<file path="src/rtl/vending_pkg.sv">
// Shared types for the vending order controller: the state encoding, the
// display status codes, and helpers for decoding selects and states.
package vending_pkg;

  localparam int unsigned MAX_PROD  = 32;
  localparam int unsigned MAX_IDX_W = 5;

  typedef enum logic [2:0] {
    StIdle     = 3'b000,
    StCheck    = 3'b001,
    StNoStock  = 3'b101,
    StWaitPay  = 3'b111,
    StDispense = 3'b011,
    StThanks   = 3'b110,
    StCancel   = 3'b100
  } state_e;

  localparam logic [2:0] ST_IDLE     = 3'b000;
  localparam logic [2:0] ST_CHECK    = 3'b001;
  localparam logic [2:0] ST_NOSTOCK  = 3'b101;
  localparam logic [2:0] ST_WAIT_PAY = 3'b111;
  localparam logic [2:0] ST_DISPENSE = 3'b011;
  localparam logic [2:0] ST_THANKS   = 3'b110;
  localparam logic [2:0] ST_CANCEL   = 3'b100;

  typedef struct packed {
    logic                 valid;
    logic [MAX_IDX_W-1:0] idx;
  } onehot_t;

  // valid only when exactly one bit is set; idx is then that bit's position
  function automatic onehot_t onehot_decode(input logic [MAX_PROD-1:0] vec);
    onehot_t     r;
    int unsigned ones;
    r.valid = 1'b0;
    r.idx   = '0;
    ones    = 0;
    for (int unsigned i = 0; i < MAX_PROD; i++) begin
      if (vec[i]) begin
        ones  = ones + 1;
        r.idx = MAX_IDX_W'(i);
      end
    end
    r.valid = (ones == 1);
    return r;
  endfunction

  function automatic logic [2:0] status_of(input state_e s);
    logic [2:0] code;
    case (s)
      StIdle:     code = ST_IDLE;
      StCheck:    code = ST_CHECK;
      StNoStock:  code = ST_NOSTOCK;
      StWaitPay:  code = ST_WAIT_PAY;
      StDispense: code = ST_DISPENSE;
      StThanks:   code = ST_THANKS;
      StCancel:   code = ST_CANCEL;
      default:    code = ST_IDLE;
    endcase
    return code;
  endfunction

endpackage

</file>
<file path="src/rtl/inventory_counter.sv">
// Saturating per-product stock counter; simultaneous inc and dec cancel out.
module inventory_counter #(
  parameter int unsigned CNT_W = 4,
  parameter int unsigned INIT  = 5
) (
  input  logic             clk1,
  input  logic             reset1,
  input  logic             inc,
  input  logic             dec,
  output logic [CNT_W-1:0] count,
  output logic             empty
);

  localparam int unsigned      MAX_VAL  = (1 << CNT_W) - 1;
  localparam logic [CNT_W-1:0] MAX_CNT  = '1;
  localparam logic [CNT_W-1:0] INIT_VAL = (INIT > MAX_VAL) ? MAX_CNT : CNT_W'(INIT);

  logic [CNT_W-1:0] count_q;

  always_ff @(posedge clk1 or posedge reset1) begin
    if (reset1) begin
      count_q <= INIT_VAL;
    end else if (inc && !dec && (count_q != MAX_CNT)) begin
      count_q <= count_q + CNT_W'(1);
    end else if (dec && !inc && (count_q != '0)) begin
      count_q <= count_q - CNT_W'(1);
    end
  end

  assign count = count_q;
  assign empty = (count_q == '0);

endmodule

</file>
<file path="src/rtl/vending_ctrl_multi.sv">
// Vending order controller: select, stock check, payment wait with timeout,
// dispense and per-product inventory tracking.
module vending_ctrl_multi
  import vending_pkg::*;
#(
  parameter int unsigned N_PROD   = 4,
  parameter int unsigned CNT_W    = 4,
  parameter int unsigned INV_INIT = 5,
  parameter int unsigned TIMEOUT  = 16
) (
  input  logic                    clk1,
  input  logic                    reset1,
  input  logic [N_PROD-1:0]       sel,
  input  logic                    pay,
  input  logic                    cancel,
  input  logic [N_PROD-1:0]       restock,
  output logic [2:0]              status,
  output logic [N_PROD-1:0]       dispense,
  output logic                    busy,
  output logic [N_PROD-1:0]       inv_empty,
  output logic [N_PROD*CNT_W-1:0] inv_count
);

  localparam int unsigned IDX_W = (N_PROD > 1) ? $clog2(N_PROD) : 1;
  localparam int unsigned TW    = $clog2(TIMEOUT);
  localparam logic [TW-1:0] TIMER_LAST = TW'(TIMEOUT - 1);

  state_e              state_q, state_d;
  logic [IDX_W-1:0]    idx_q, idx_d;
  logic [TW-1:0]       timer_q, timer_d;
  logic [N_PROD-1:0]   disp_d;
  logic [MAX_PROD-1:0] sel_ext;
  onehot_t             oh;

  assign sel_ext = MAX_PROD'(sel);
  assign oh      = onehot_decode(sel_ext);

  always_comb begin
    state_d = StIdle;
    idx_d   = idx_q;
    timer_d = timer_q;
    case (state_q)
      StIdle: begin
        if (oh.valid) begin
          idx_d   = IDX_W'(oh.idx);
          state_d = StCheck;
        end
      end
      StCheck: begin
        if (!inv_empty[idx_q]) begin
          state_d = StWaitPay;
          timer_d = '0;
        end else begin
          state_d = StNoStock;
        end
      end
      StNoStock: state_d = StCancel;
      StWaitPay: begin
        timer_d = timer_q + TW'(1);
        // pay alone beats the timeout when both land on the same edge
        if (pay && !cancel) begin
          state_d = StDispense;
        end else if (cancel && !pay) begin
          state_d = StCancel;
        end else if (timer_q == TIMER_LAST) begin
          state_d = StCancel;
        end else begin
          state_d = StWaitPay;
        end
      end
      StDispense: state_d = StThanks;
      StThanks:   state_d = StIdle;
      StCancel:   state_d = StIdle;
      default:    state_d = StIdle;
    endcase
  end

  always_comb begin
    disp_d = '0;
    if (state_d == StDispense) begin
      disp_d[idx_d] = 1'b1;
    end
  end

  // Outputs are registered from the next state so they line up with state_q.
  always_ff @(posedge clk1 or posedge reset1) begin
    if (reset1) begin
      state_q  <= StIdle;
      idx_q    <= '0;
      timer_q  <= '0;
      status   <= ST_IDLE;
      busy     <= 1'b0;
      dispense <= '0;
    end else begin
      state_q  <= state_d;
      idx_q    <= idx_d;
      timer_q  <= timer_d;
      status   <= status_of(state_d);
      busy     <= (state_d != StIdle);
      dispense <= disp_d;
    end
  end

  // The dispense pulse doubles as the decrement strobe for the exit edge.
  for (genvar i = 0; i < N_PROD; i++) begin : g_inv
    inventory_counter #(
      .CNT_W (CNT_W),
      .INIT  (INV_INIT)
    ) u_cnt (
      .clk1   (clk1),
      .reset1 (reset1),
      .inc    (restock[i]),
      .dec    (dispense[i]),
      .count  (inv_count[i*CNT_W +: CNT_W]),
      .empty  (inv_empty[i])
    );
  end

endmodule
</file>
<file path="config.mk">
export PLATFORM = sky130hd
export DESIGN_NAME = vending_ctrl_multi
export DESIGN_NICKNAME = d
export VERILOG_FILES = /design/src/rtl/vending_pkg.sv /design/src/rtl/inventory_counter.sv /design/src/rtl/vending_ctrl_multi.sv
export SDC_FILE = /design/constraint.sdc
export NUM_CORES = 1
export LEC_CHECK = 0
export ABC_AREA = 1
export CELL_PAD_IN_SITES_DETAIL_PLACEMENT = 0
export CELL_PAD_IN_SITES_GLOBAL_PLACEMENT = 1
export CORE_MARGIN = 2
export CORE_UTILIZATION = 49
export DETAILED_ROUTE_END_ITERATION = 16
export DONT_BUFFER_PORTS = 1
export PLACE_DENSITY = 0.85
export SLEW_MARGIN = 20
export SYNTH_ARGS = -nofsm -noshare
export SYNTH_HDL_FRONTEND = slang
export SYNTH_HIERARCHICAL = 1
export SYNTH_SLANG_ARGS = --single-unit
</file>
<file path="constraint.sdc">
create_clock -name clk1 -period 2.5 [get_ports clk1]
set_input_delay 0.25 -clock clk1 [delete_from_list [all_inputs] [get_ports clk1]]
set_output_delay 0.25 -clock clk1 [all_outputs]
set_load 0.01 [all_outputs]
</file>
==> results of run 1 <==
[power by group through the flow]
stage               combinational [mW]  sequential, mW  clock, mW
floorplan                         1.03            1.08          0
global placement                  1.20            1.17          0
detailed placement                1.22            1.17          0
CTS                               1.23            1.16      0.506
global route                      1.48            1.20      0.532
finish                            1.23            1.15      0.491
[registers in the layout, summed over array words and instances, names as in the netlist]
signal,cells
g_inv.u_cnt/count,16
dispense,4
busy,1
timer_q,4
idx_q,2
state_q,3
status,2
[cell type report]
type / count / area (um^2)
Clock buffer: 5 / 68.8
Clock inverter: 3 / 42.5
Timing Repair Buffer: 1 / 10.0
Multi-Input combinational cell: 226 / 1230
Fill cell: 444 / 1950
Sequential cell: 32 / 811
Inverter: 41 / 154
Tap cell: 52 / 65.1
[cell usage after synthesis, drive strengths merged (2+ instances only)]
library cell  count
nand2           103
inv              41
nand3            40
nor2             35
dfrtp            24
ha               12
dfstp             8
or2               6
a21oi             5
o21ai             5
xor2              5
fa                4
nand3b            3
o211ai            3
o31ai             2
[path summary, 6_finish.rpt]
kind / start / end / slack [ns] / cells past startpoint
min: sel[2] / idx_q[1]$_DFF_PP0_ / 0.25 / 4
max in group asynchronous: reset1 / status[0]$_DFF_PP0_ / 1.53 / 2
min in group asynchronous: reset1 / g_inv[3].u_cnt/count[1]$_DFFE_PP0P_ / 0.39 / 2
max: g_inv[0].u_cnt/count[0]$_DFFE_PP1P_ / dispense[2]$_DFF_PP0_ / 0.53 / 8
min reg2reg: g_inv[1].u_cnt/count[2]$_DFFE_PP1P_ / g_inv[1].u_cnt/count[2]$_DFFE_PP1P_ / 0.54 / 2
max reg2reg: g_inv[0].u_cnt/count[0]$_DFFE_PP1P_ / dispense[2]$_DFF_PP0_ / 0.53 / 8
[cell families after synthesis]
group / synth area share [%]
XOR/XNOR: 1.99
flip-flops: 36.9
adder cells (fa/ha/maj): 10.5
AO/OA/AOI/OAI: 5.35
AND/OR/NAND/NOR: 38.0
buffers and inverters: 7.34
[worst max-delay path: stages, from the launching register on]
cell and delay, ns:
sky130_fd_sc_hd__dfstp_2 0.62, sky130_fd_sc_hd__inv_1 0.08, sky130_fd_sc_hd__nand3_1 0.13, sky130_fd_sc_hd__inv_1 0.11, sky130_fd_sc_hd__or2_1 0.22, sky130_fd_sc_hd__o211ai_1 0.09
sky130_fd_sc_hd__nand3_1 0.25, sky130_fd_sc_hd__a21o_1 0.29, sky130_fd_sc_hd__nor2_1 0.11
[routing by layer]
metal	global-route usage [%]	share of wire, %	vias to the layer above
met5	0	0	-
met4	7.13	0.84	0
met3	5.27	3.5	4
met2	30.6	47	36
met1	25.8	48	811
li1	-	-	952
[what timing repair did]
item                       CTS  global route
hold endpoints to repair    32             0
resized for setup            0             0
setup endpoints to repair    0             0
hold buffers                 1             0
buffers inserted             0             0
==> impl_metrics.prom, run 1 <==
# TYPE chip_impl_metric gauge
chip_impl_info{name="status",value="complete, no violations"} 1
chip_impl_metric{name="grt_overflow_total",unit=""} 0
chip_impl_metric{name="clock_power_share",unit="%"} 17.1
chip_impl_metric{name="power.share.sequential",unit="%"} 40.2
chip_impl_metric{name="clock_latency",unit="ns"} 0.28
chip_impl_metric{name="crit_path_max_fanout",unit=""} 7
chip_impl_metric{name="timing.hold.ws",unit="ns"} 0.245
chip_impl_metric{name="via_count",unit=""} 1803
chip_impl_metric{name="numPlacedInstances",unit=""} 351
chip_impl_info{name="tritoncts_clock_tree",value="yes"} 1
chip_impl_metric{name="drt-vias-per-instance",unit=""} 5.01
chip_impl_metric{name="standard_cell_row_count",unit=""} 24
chip_impl_info{name="yosys.area.top_type",value="sky130_fd_sc_hd__dfrtp_1"} 1
chip_impl_metric{name="area_growth_syn_to_layout",unit="%"} 8.14
chip_impl_metric{name="timing.critical_path.required",unit="ns"} 2.72
chip_impl_metric{name="achievable-frequency",unit="MHz"} 509
chip_impl_metric{name="cellPowerDensity",unit="nW/um^2"} 1210
chip_impl_metric{name="synth_enable_flop_cells",unit=""} 0
chip_impl_metric{name="top_level_ports",unit=""} 40
chip_impl_metric{name="first_global_vias",unit=""} 1785
chip_impl_metric{name="globalRouteTotalUtil",unit="%"} 19.4
chip_impl_metric{name="grt_antenna_before_repair",unit=""} 0
chip_impl_metric{name="die-height",unit="um"} 71.0
chip_impl_metric{name="htreeDepth",unit=""} 2
chip_impl_metric{name="detailed_place.area",unit="um^2"} 2260
chip_impl_info{name="cp-end-kind",value="flip-flop"} 1
chip_impl_metric{name="finalCritPeriodShare",unit="%"} 78.6
chip_impl_metric{name="p_int",unit="mW"} 1.56
chip_impl_metric{name="maximum_number_of_pins_on_one_net_before_global_route_repair",unit=""} 17
chip_impl_metric{name="utilization",unit="%"} 55.0
chip_impl_metric{name="detailedRoute.firstIterationViolations",unit=""} 94
chip_impl_metric{name="placement.io_buffers",unit=""} 0
chip_impl_metric{name="stdcell_count",unit=""} 360
chip_impl_metric{name="layout_min_cycle_time",unit="ns"} 1.97
chip_impl_metric{name="finalSetupViolations",unit=""} 0
chip_impl_metric{name="power_frac_comb",unit="%"} 42.7
chip_impl_metric{name="grt_first_pass_wirelength",unit="um"} 7870
chip_impl_metric{name="seq_area_frac_synth",unit="%"} 36.9
chip_impl_metric{name="cts-root-to-sink-buffers",unit=""} 2
chip_impl_metric{name="leakagePower",unit="nW"} 1.29
chip_impl_metric{name="cts.reportedPaths.clkPinSlew",unit="ns"} 0.07
chip_impl_metric{name="die_width",unit="um"} 71.0
chip_impl_metric{name="dp_hpwl",unit="um"} 3330
chip_impl_info{name="hold_class",value="input pin to flip-flop"} 1
chip_impl_metric{name="cp.arrival",unit="ns"} 2.18
chip_impl_metric{name="nNetsFinal",unit=""} 335
chip_impl_metric{name="placeableCoreArea",unit="um^2"} 4320
chip_impl_metric{name="drt_wl_total",unit="um"} 4280
chip_impl_info{name="root_buffer",value="sky130_fd_sc_hd__clkbuf_8"} 1
chip_impl_metric{name="post-synth-top-area-fraction",unit="%"} 27.3
chip_impl_metric{name="timing_hold_violations_final",unit=""} 0
chip_impl_metric{name="final_layout_size_suffix_gt1_share",unit="%"} 12.3
chip_impl_metric{name="synth_cell_type_count",unit=""} 29
chip_impl_metric{name="synth_area_per_cell",unit="um^2"} 7.33
chip_impl_metric{name="tightest_slew",unit="ns"} 0.591
chip_impl_metric{name="place_worst_setup_slack",unit="ns"} 0.536
chip_impl_metric{name="slew_viol_final",unit=""} 0
chip_impl_info{name="most_common_cell_after_layout_fill_and_taps_aside",value="sky130_fd_sc_hd__nand2_1"} 1
chip_impl_metric{name="layout_setup_ws",unit="ns"} 0.534
chip_impl_metric{name="fin_tns_setup",unit="ns"} 0
chip_impl_info{name="worst-setup-path-type",value="flip-flop to flip-flop"} 1
chip_impl_metric{name="finalPower",unit="mW"} 2.87
chip_impl_metric{name="antenna_cells_inserted",unit=""} 0
chip_impl_info{name="timing.critical_path.from_type",value="flip-flop"} 1
chip_impl_metric{name="drt_antenna_net_count",unit=""} 0
chip_impl_metric{name="postLayoutCellArea",unit="um^2"} 2380
chip_impl_metric{name="cap_viol_max_count",unit=""} 0
chip_impl_metric{name="max-vdd-ir-drop",unit="V"} 0.000498
chip_impl_metric{name="yosys_register_bits",unit=""} 32
chip_impl_info{name="most_area_consuming_cells_after_synthesis",value="sky130_fd_sc_hd__dfrtp_1 (27%), sky130_fd_sc_hd__nand2_1 (16%), sky130_fd_sc_hd__dfstp_2 (9.6%)"} 1
chip_impl_metric{name="syn_nets",unit=""} 328
chip_impl_metric{name="detail_route.wl_per_cell",unit="um"} 11.9
chip_impl_metric{name="slew-limit-headroom",unit="%"} 60.6
chip_impl_info{name="grt_setup_unrepaired",value="false"} 1
chip_impl_metric{name="initial_core_util",unit="%"} 50.8
chip_impl_metric{name="clkSinkCount",unit=""} 32
chip_impl_metric{name="async_flop_share",unit="%"} 100
chip_impl_metric{name="remaining_drc_errors",unit=""} 0
chip_impl_info{name="synth_flop_cell",value="sky130_fd_sc_hd__dfrtp_1"} 1
chip_impl_metric{name="syn-instance-count",unit=""} 300
chip_impl_metric{name="gp_congestion",unit=""} 0.787
chip_impl_metric{name="cts_made_buffers",unit=""} 5
chip_impl_info{name="most-common-layout-cells",value="sky130_fd_sc_hd__nand2_1 (91), sky130_fd_sc_hd__nand3_1 (39), sky130_fd_sc_hd__inv_1 (37)"} 1
chip_impl_metric{name="ys_warnings",unit=""} 6
chip_impl_metric{name="first_pass_iters",unit=""} 4
chip_impl_metric{name="power_switching",unit="mW"} 1.31
chip_impl_metric{name="synthesis.area",unit="um^2"} 2200
chip_impl_metric{name="netSwitchingFraction",unit="%"} 45.6
chip_impl_metric{name="worst_clock_skew",unit="ns"} 0.00427
chip_impl_metric{name="die_area",unit="um^2"} 5040
(Power assumes the default switching activity.)
==> inputs of run 2 (changes only) <==
--- a/config.mk
+++ b/config.mk
@@ -9,10 +9,10 @@
 export CELL_PAD_IN_SITES_DETAIL_PLACEMENT = 0
 export CELL_PAD_IN_SITES_GLOBAL_PLACEMENT = 1
 export CORE_MARGIN = 2
-export CORE_UTILIZATION = 49
+export CORE_UTILIZATION = 45
 export DETAILED_ROUTE_END_ITERATION = 16
 export DONT_BUFFER_PORTS = 1
-export PLACE_DENSITY = 0.85
+export PLACE_DENSITY = 0.79
 export SLEW_MARGIN = 20
 export SYNTH_ARGS = -nofsm -noshare
 export SYNTH_HDL_FRONTEND = slang
==> constraint.sdc (replaced) <==
create_clock -name clk1 -period 2 [get_ports clk1]
set_input_delay 0.2 -clock clk1 [delete_from_list [all_inputs] [get_ports clk1]]
set_output_delay 0.2 -clock clk1 [all_outputs]
set_load 0.01 [all_outputs]
==> impl_metrics.prom, run 2 (synthesis gave the netlist of run 1 again) <==
# TYPE chip_impl_metric gauge
chip_impl_metric{name="netSwitchingFraction",unit="%"} 42.9
chip_impl_metric{name="cp.arrival",unit="ns"} 1.94
chip_impl_metric{name="cts_made_buffers",unit=""} 5
chip_impl_metric{name="slew-limit-headroom",unit="%"} 60.9
chip_impl_metric{name="area_growth_syn_to_layout",unit="%"} 15.1
chip_impl_metric{name="detailed_place.area",unit="um^2"} 2390
chip_impl_metric{name="clkSinkCount",unit=""} 32
chip_impl_metric{name="die_width",unit="um"} 73.9
chip_impl_metric{name="standard_cell_row_count",unit=""} 25
chip_impl_info{name="status",value="complete, no violations"} 1
chip_impl_metric{name="clock_power_share",unit="%"} 17.4
chip_impl_metric{name="drt_antenna_net_count",unit=""} 0
chip_impl_info{name="most_common_cell_after_layout_fill_and_taps_aside",value="sky130_fd_sc_hd__nand2_1"} 1
chip_impl_info{name="tritoncts_clock_tree",value="yes"} 1
chip_impl_metric{name="slew_viol_final",unit=""} 0
chip_impl_info{name="worst-setup-path-type",value="flip-flop to flip-flop"} 1
chip_impl_metric{name="cellPowerDensity",unit="nW/um^2"} 1510
chip_impl_info{name="hold_class",value="input pin to flip-flop"} 1
chip_impl_metric{name="place_worst_setup_slack",unit="ns"} 0.167
chip_impl_metric{name="nNetsFinal",unit=""} 351
chip_impl_info{name="timing.critical_path.from_type",value="flip-flop"} 1
chip_impl_info{name="grt_setup_unrepaired",value="false"} 1
chip_impl_metric{name="detail_route.wl_per_cell",unit="um"} 10.7
chip_impl_metric{name="largest_register_ffs",unit=""} 16
chip_impl_metric{name="post-cts-setup-buffers",unit=""} 0
chip_impl_metric{name="finalSetupViolations",unit=""} 0
chip_impl_metric{name="dp_hpwl",unit="um"} 3460
chip_impl_metric{name="achievable-frequency",unit="MHz"} 564
chip_impl_metric{name="drt-vias-per-instance",unit=""} 4.73
chip_impl_metric{name="cts-root-to-sink-buffers",unit=""} 2
chip_impl_metric{name="worst_clock_skew",unit="ns"} 0.00136
chip_impl_metric{name="layout_setup_ws",unit="ns"} 0.226
chip_impl_metric{name="final_layout_size_suffix_gt1_share",unit="%"} 16.7
chip_impl_metric{name="postLayoutCellArea",unit="um^2"} 2530
chip_impl_metric{name="die-height",unit="um"} 73.9
chip_impl_metric{name="tightest_slew",unit="ns"} 0.586
chip_impl_metric{name="die_area",unit="um^2"} 5460
chip_impl_metric{name="drt_wl_total",unit="um"} 4190
chip_impl_metric{name="fin_tns_setup",unit="ns"} 0
chip_impl_metric{name="via_count",unit=""} 1848
chip_impl_info{name="most-common-layout-cells",value="sky130_fd_sc_hd__nand2_1 (91), sky130_fd_sc_hd__nand3_1 (39), sky130_fd_sc_hd__inv_1 (37)"} 1
chip_impl_metric{name="leakagePower",unit="nW"} 1.38
chip_impl_metric{name="initial_core_util",unit="%"} 46.5
chip_impl_info{name="cp-end-kind",value="flip-flop"} 1
chip_impl_metric{name="grt_antenna_before_repair",unit=""} 0
chip_impl_metric{name="remaining_drc_errors",unit=""} 0
chip_impl_metric{name="power_switching",unit="mW"} 1.64
chip_impl_metric{name="placement.io_buffers",unit=""} 0
chip_impl_metric{name="timing.critical_path.required",unit="ns"} 2.17
chip_impl_metric{name="layout_min_cycle_time",unit="ns"} 1.77
chip_impl_metric{name="htreeDepth",unit=""} 2
chip_impl_metric{name="cts.reportedPaths.clkPinSlew",unit="ns"} 0.06
chip_impl_metric{name="first_pass_iters",unit=""} 4
chip_impl_metric{name="first_global_vias",unit=""} 1681
chip_impl_metric{name="max-vdd-ir-drop",unit="V"} 0.000534
chip_impl_metric{name="grt_first_pass_wirelength",unit="um"} 7210
chip_impl_metric{name="timing_hold_violations_final",unit=""} 0
chip_impl_metric{name="p_int",unit="mW"} 2.18
chip_impl_metric{name="finalCritPeriodShare",unit="%"} 88.7
chip_impl_metric{name="power_frac_comb",unit="%"} 50.6
chip_impl_metric{name="placeableCoreArea",unit="um^2"} 4720
chip_impl_metric{name="power.share.sequential",unit="%"} 32.0
chip_impl_metric{name="globalRouteTotalUtil",unit="%"} 17.0
chip_impl_metric{name="antenna_cells_inserted",unit=""} 0
chip_impl_metric{name="top_level_ports",unit=""} 40
chip_impl_info{name="root_buffer",value="sky130_fd_sc_hd__clkbuf_8"} 1
chip_impl_metric{name="gp_congestion",unit=""} 0.788
chip_impl_metric{name="grt_overflow_total",unit=""} 0
chip_impl_metric{name="clock_latency",unit="ns"} 0.27
chip_impl_metric{name="cap_viol_max_count",unit=""} 0
chip_impl_metric{name="maximum_number_of_pins_on_one_net_before_global_route_repair",unit=""} 17
chip_impl_metric{name="crit_path_max_fanout",unit=""} 4
chip_impl_metric{name="detailedRoute.firstIterationViolations",unit=""} 57
==> run 2: repair_timing <==
item,4_1_cts,5_1_grt
hold buffers,1,0
gates resized for setup,0,0
endpoints found under the hold margin,32,0
==> run 2: path summary, 6_finish.rpt <==
| kind | start | end | slack, ns | cells past startpoint |
|---|---|---|---|---|
| max in group asynchronous | reset1 | state_q[2]$_DFF_PP0_ | 1.09 | 2 |
| hold / removal | pay | state_q[2]$_DFF_PP0_ | 0.22 | 3 |
| min in group asynchronous | reset1 | g_inv[2].u_cnt/count[3]$_DFFE_PP0P_ | 0.34 | 2 |
| setup reg to reg | dispense[3]$_DFF_PP0_ | g_inv[3].u_cnt/count[3]$_DFFE_PP0P_ | 0.23 | 10 |
| setup / recovery | dispense[3]$_DFF_PP0_ | g_inv[3].u_cnt/count[3]$_DFFE_PP0P_ | 0.23 | 10 |
| hold reg to reg | timer_q[0]$_DFFE_PP0P_ | timer_q[0]$_DFFE_PP0P_ | 0.53 | 1 |
==> run 2: cell type report <==
class                           instances  area (um^2)
Clock buffer                            7         96.3
Fill cell                             460         2190
Clock inverter                          1         30.0
Multi-Input combinational cell        226         1230
Tap cell                               67         83.8
Sequential cell                        32          811
Inverter                               41          154
Timing Repair Buffer                   17          130
==> run 2: power groups by stage <==
stage / combinational, mW / sequential, mW / clock, mW
global placement: 1.93 / 1.24 / 0
floorplan: 1.29 / 1.35 / 0
CTS: 1.96 / 1.23 / 0.678
finish: 1.93 / 1.22 / 0.664
global route: 2.23 / 1.27 / 0.702
detailed placement: 1.95 / 1.23 / 0
==> run 2: metal layers <==
metal	GRT usage, %	part of all wire [%]	up-vias
li1	-	-	987
met2	26.5	45	41
met1	23.8	49	818
met3	3.70	5.0	2
met5	0	0	-
met4	4.85	0.45	0
==> run 2: through the flow <==
stage | power, mW | hold slack, ns | std cells | utilization [%]
after floorplan | 2.64 | -0.0354 | 300 | -
after global placement | 3.17 | -0.0231 | 382 | 50.7
after detailed placement | 3.18 | -0.0218 | 382 | 50.7
after CTS | 3.86 | 0.216 | 391 | 53.6
after global routing | 4.20 | 0.247 | 391 | 53.6
final | 3.82 | 0.220 | 391 | 53.6
==> run 2: critical path: stages, from the launching register on <==
cell                      delay (ns)
sky130_fd_sc_hd__dfrtp_1        0.42
sky130_fd_sc_hd__inv_1          0.08
sky130_fd_sc_hd__nand2_1        0.05
sky130_fd_sc_hd__nor2_1         0.17
sky130_fd_sc_hd__inv_2          0.08
sky130_fd_sc_hd__ha_1           0.34
sky130_fd_sc_hd__or2_0          0.21
sky130_fd_sc_hd__nand2_1        0.09
sky130_fd_sc_hd__nand3_1        0.09
sky130_fd_sc_hd__nand3_1        0.08
sky130_fd_sc_hd__nand2_1        0.06
